**config.mk**
```make
export PLATFORM = sky130hd
export DESIGN_NAME = dcache_sram
export DESIGN_NICKNAME = d
export VERILOG_FILES = /design/src/rtl/dcache_sram.sv
export SDC_FILE = /design/constraint.sdc
export NUM_CORES = 2
export LEC_CHECK = 0
export ABC_AREA = 0
export CAP_MARGIN = 10
export CORE_MARGIN = 4
export CORE_UTILIZATION = 55
export DETAILED_ROUTE_END_ITERATION = 12
export GPL_TIMING_DRIVEN = 0
export PLACE_DENSITY = 0.79
export SLEW_MARGIN = 25
export SYNTH_ARGS = -nofsm -noshare
export SYNTH_HDL_FRONTEND = slang
export SYNTH_SLANG_ARGS = --single-unit
export TNS_END_PERCENT = 5
```
**constraint.sdc**
```tcl
create_clock -name CLK -period 33.8 [get_ports CLK]
set_input_delay 6.76 -clock CLK [delete_from_list [all_inputs] [get_ports CLK]]
set_output_delay 6.76 -clock CLK [all_outputs]
set_load 0.02 [all_outputs]
```
**src/rtl/dcache_sram.sv**
```systemverilog
// dcache_sram: dcache frame store with a fixed multi-cycle request/ACCESS handshake.
module dcache_sram #(
  parameter int INDEX_W = 3,
  parameter int IDX_LSB = 3,
  parameter int FRAME_W = 92,
  parameter int LAT     = 2
) (
  input  logic               CLK,
  input  logic               RST,
  input  logic               sramREN,
  input  logic               sramWEN,
  input  logic [31:0]        sramaddr,
  input  logic [FRAME_W-1:0] sramstore,
  output logic [1:0]         sramstate,
  output logic [FRAME_W-1:0] cacheline
);
  typedef enum logic [1:0] {IDLE = 2'd0, WAIT = 2'd1, DONE = 2'd2, ERR = 2'd3} state_t;
  state_t state, next;
  logic [3:0] cnt;
  logic op;
  logic [INDEX_W-1:0] idx, cur_idx;
  logic [FRAME_W-1:0] wdata;
  logic [FRAME_W-1:0] mem [2**INDEX_W];
  logic both, none, unused_addr;
  assign cur_idx = sramaddr[IDX_LSB +: INDEX_W];
  assign both = sramREN & sramWEN;
  assign none = ~(sramREN | sramWEN);
  assign unused_addr = ^sramaddr;
  assign sramstate = state;
  // Both-high wins over an abort while waiting: a protocol error is always reported.
  always_comb begin
    next = IDLE;
    if (state == IDLE)
      next = both ? ERR : none ? IDLE : WAIT;
    else if (state == WAIT)
      next = both ? ERR
           : (none || sramWEN != op || cur_idx != idx) ? IDLE
           : (cnt == 4'(LAT)) ? DONE : WAIT;
  end
  always_ff @(posedge CLK or posedge RST) begin
    if (RST) begin
      state <= IDLE;
      cnt <= '0;
      op <= 1'b0;
      idx <= '0;
      wdata <= '0;
      cacheline <= '0;
      for (int i = 0; i < 2**INDEX_W; i++) mem[i] <= '0;
    end else begin
      state <= next;
      if (state == IDLE && next == WAIT) begin
        cnt <= 4'd1;
        op <= sramWEN;
        idx <= cur_idx;
        wdata <= sramstore;
      end else if (state == WAIT && next == WAIT) begin
        cnt <= cnt + 4'd1;
      end
      if (next == DONE) begin
        if (op) mem[idx] <= wdata;
        cacheline <= op ? wdata : mem[idx];
      end
    end
  end
endmodule
```
[Word level (Yosys, flattened, before mapping)]
Index checks and enable logic that the tools add are counted.
W data, S select, Z words.
Storage, ports and cells
  input bits: 128
  logic and storage cells: 51
  bits in registers: 930
Cells by class
  bitwise logic cells: 4
  $lt $le $gt $ge: 2
  $add $sub $neg: 1
  reduce and logical (&&, ||, !) cells: 8
  eq/ne operators: 6
  mux-type cells: 16
Operators by type and width (number)
  $bwmux W736: 1
  $mux W92: 4
  $bmux W92 S3: 1
  $demux W92 S3: 1
  $mux W2: 6
  $mux W4: 2
  $add A4 B1 Y4 const B: 1
  $eq A2 B1 Y1 const B: 2
  $eq A4 B2 Y1 const B: 1
  $ge A4 B4 Y1 const B: 1
  $lt A4 B1 Y1 const B: 1
  $not A3 Y4: 1
  $logic_and A1 B1 Y1: 3
  $ne A3 B3 Y1: 1
  $eq A2 B2 Y1 const B: 1
  $logic_not A2 Y1: 1
  $logic_or A1 B1 Y1: 2
  $reduce_and A2 Y1: 1
  $reduce_bool A2 Y1: 1
  $and A1 B1 Y1: 1
  $mux W1: 1
  $ne A1 B1 Y1: 1
  $not A1 Y1: 1
  $or A1 B1 Y1: 1

[Logic depth before layout (Yosys ltp)]
  depth in word-level cells: 12
  mapped depth: 8
  mapped depth without buffers: 6

[Least setup slack after synthesis]
No wires, ideal clock.
  kind: input-to-reg
  from: in sramWEN
  to: reg mem[0] (netlist name)
  path buffers: 3
  slack: 25.314 ns
  required time: 33.673 ns
  setup time: 0.127 ns
  data arrival time: 8.359 ns
  cell stages on the path: 7
  path through: or3b_1 > a211oi_2 > buf_2 > o2111ai_1 > buf_2 > buf_6 > mux2_1
On the way
  cells in the longest elaborated chain, start to end: 10
  elaborated cells on any way between the ends: 14
  those cells by class: eq/ne: 2; mux: 6; bitwise: 3; reduce/logical: 3
Ends and longest elaborated chain
  start: declaration: RTL line 11  | input logic sramWEN,
  $or A1 B1 Y1: RTL line 27  | assign none = ~(sramREN | sramWEN);
  $not A1 Y1: RTL line 27
  $logic_or A1 B1 Y1 (2 in series): RTL line 37  | : (none || sramWEN != op || cur_idx != idx) ? IDLE
  $mux W2: RTL line 37
  $mux W2: RTL line 36  | next = both ? ERR
  $mux W2: RTL line 35  | else if (state == WAIT)
  $mux W2 (*): RTL line 33  | if (state == IDLE)
  $eq A2 B2 Y1 (*): RTL line 59  | if (next == DONE) begin
  $reduce_and A2 Y1 (no source line) (*)
  end signal: indexed assignment: RTL line 60  | if (op) mem[idx] <= wdata;
  end: declaration: RTL line 23  | logic [FRAME_W-1:0] mem [2**INDEX_W];
Every way passes the cells marked *; elsewhere a longest branch is shown, timed or not.
A chain may end at the register's enable or synchronous reset.

[Worst setup path in the final report]
  from: in sramREN
  to: reg cacheline[24]
On the way
  cells in the longest elaborated chain, start to end: 9
  elaborated cells on any way between the ends: 12
  those cells by class: eq/ne: 1; mux: 6; bitwise: 3; reduce/logical: 2
Ends and longest elaborated chain
  start: declaration: RTL line 10  | input logic sramREN,
  $or A1 B1 Y1: RTL line 27
  $not A1 Y1: RTL line 27
  $logic_or A1 B1 Y1 (2 in series): RTL line 37
  $mux W2: RTL line 37
  $mux W2: RTL line 36
  $mux W2: RTL line 35
  $mux W2 (*): RTL line 33
  $eq A2 B2 Y1 (*): RTL line 59
  end signal: assignment: RTL line 61  | cacheline <= op ? wdata : mem[idx];
  end: declaration: RTL line 15  | output logic [FRAME_W-1:0] cacheline
Marks and branches as above.

==> run metrics <==
number of antenna violations at the first check in global routing 4; wire length on met2 54.8 mm; drc violations 0; Synth Flop Type dfrtp_1; # rows ~100; largest net degree at the start of global routing 100; Clock transition at path regs 60 ps; Yosys top cell area share approximately 55%; EDFF count, synth 0; Final Hold Vio Count 0; NumNets Final 3648; layout cell share with drive strength beyond 1 15.5%; initial core utilization 55.8%; Synth area leader dfrtp_1; max cap viols 0; Synth Register Bits 930; Warnings, synthesis 0; drt first pass iters 6; H-tree Lvls 3; top sig layer met5; commonest non-fill, non-tap cell in the layout dfrtp_1; via count 29200; final std cells w/o fill approximately 4600; PwrDens 59.1 nW/µm²; routed wl met3 10.1 mm; placed cell count 4450; Worst Tran Pin Value 1170 ps; Syn Area/Cell 13.3 µm²; Clock Skew ~28 ps; met1 WL 49.4 mm; Skew-Pair Late Insertion Delay 660 ps; status finished, final reports clean; Syn Inst Count 3217; cts repair resizes 0; vias in the first global route 30400; sequential area share after synthesis 54.6%; ANT nets after route 0; gr ovfl total 0; Fmax achieved 103 MHz; syn nets 3347; Distinct cells, synth 46; Worst Path Required about 34000 ps; setup violators final 0; slew margin rel. 22.3%; type of the worst min-delay path reg -> reg; Syn Std Cell Area approximately 43000 µm²; commonest cells after routing, fill and taps aside 930 x dfrtp_1, 640 x mux2_1, 287 x mux2_2; Setup Buffers After CTS 0; TritonCTS buffer count 96; routed wire length per instance ~26 µm; Die Width around 290 µm; unrepaired setup endpoints after global routing false; core area approximately 76000 µm²; final worst path period share 28.7%; Post-Route WL approximately 120 mm; vias per cell around 6.3; Worst Path Max Fanout 10; CP Capture Type flip-flop; Slew Viols, Final 0; GPL Wtd Cong 0.855; first-pass GRT wire length 183 mm; Final HPWL DP 80.9 mm; Tmin final 9710 ps; Post-CTS Hold Buffers 0; GR Util All Layers 29.0%; clk buf depth 3; Die Ht around 290 µm; CTS tree yes; Critical Path Source Type input port; die area just over 80000 µm²; crit path kind in -> reg; # fillers 5566; Area contributors post-synth dfrtp_1 55%, mux2_1 17%, mux2_2 7.6%; VDD IR max ~47 µV; boundary pin count 222; CTS root buf clkbuf_16; CTS Sinks 930; CP arrival about 10000 ps; IO Port Bufs 192; Detailed Route Iter0 Violations 2536; setup TNS 0 ps; area delta synth->final 16.0%; Synth async-reset ratio 100%; Leakage Power around 24 nW
## cell type report
cell class	count	area (µm²)	area share (%)
Inverter	144	548	1.11
Tap cell	1030	1290	2.60
Clock buffer	143	2870	5.80
Buffer	368	1800	3.64
Multi-Input combinational cell	1775	17100	34.5
Timing Repair Buffer	203	2220	4.49
Antenna cell	1	2.50	0.00505
Sequential cell	930	23300	47.0
Clock inverter	34	433	0.875
## power by group
group	switching, W	internal (W)	total, W
Clock	0.000450	0.000656	0.00111
Sequential	0.0000145	0.00115	0.00117
Combinational	0.000463	0.000188	0.000651
Total	0.000928	0.00200	0.00293
## synth_stat cells (3+ instances only)
cell type / n
a2111oi_0: 47
a221oi_1: 183
a22o_1: 44
a31oi_1: 44
buf_1: 115
buf_2: 41
buf_6: 48
clkbuf_1: 164
dfrtp_1: 930
inv_1: 143
mux2_1: 640
mux2_2: 287
mux2i_1: 92
nand2_1: 5
nand2b_1: 51
nand3_1: 4
nor2_1: 11
nor2b_1: 47
nor3_1: 5
nor3b_1: 3
o2111ai_1: 54
o21ai_0: 91
o221ai_1: 44
o22ai_1: 48
o2bb2ai_1: 47
xor2_1: 4
## final timing paths
path / startpoint / end / slack (ps) / cells past startpoint
worst max-delay path: sramREN / cacheline[24]$_DFFE_PP0N_ / 24090 / 8
worst min register to register: mem[624]$_DFFE_PP0P_ / mem[624]$_DFFE_PP0P_ / 480 / 1
worst min-delay path: mem[624]$_DFFE_PP0P_ / mem[624]$_DFFE_PP0P_ / 480 / 1
max in group asynchronous: RST / mem[732]$_DFFE_PP0P_ / 25130 / 6
min in group asynchronous: RST / wdata[32]$_DFFE_PP0P_ / 6590 / 2
worst max register to register: idx[0]$_DFFE_PP0P_ / cacheline[6]$_DFFE_PP0N_ / 29880 / 7
## registers in the layout, summed over array words and instances (netlist names)
signal,cells
mem,736
cacheline,92
wdata,92
cnt,4
idx,3
sramstate,2
op,1
## logic make-up after synthesis
logic type                 Yosys count  share of synthesized area (%)
xor gates and xnor gates             5                          0.103
DFF                                930                           54.6
AOI/OAI and AO/OA                  613                           11.2
and+or+nand+nor                    134                           1.90
muxes                             1019                           26.6
adders and majority gates            4                          0.106
buffers and inverters              512                           5.47
## routing by layer
layer	global-route usage, %	vias up
li1	-	12500
met1	39.4	15100
met2	45.0	1245
met3	6.54	286
met4	13.1	8
met5	0	-
## critical path, stage by stage
cell and delay, ps:
clkdlybuf4s50_1 620, or3b_1 430, a211o_1 500, clkbuf_1 380, a211oi_1 330, buf_2 650, buf_2 410, o22ai_1 130
## metrics by stage
stage / setup slack [ps] / power (W) / instance area (µm²) / hold WS [ps] / utilization [%]
6_report: 24090 / 0.00293 / 49500 / 484 / 64.7
5_1_grt: 24010 / 0.00302 / 49500 / 497 / 64.7
4_1_cts: 24240 / 0.00292 / 49500 / 490 / 64.7
3_5_place_dp: 23540 / 0.00182 / 46200 / 475 / 60.4
3_3_place_gp: -9610 / 0.00181 / 45900 / 467 / 60.0
2_1_floorplan: 889 / 0.00157 / 42700 / 459 / -
Note: power is estimated with default switching activity, not from simulation.
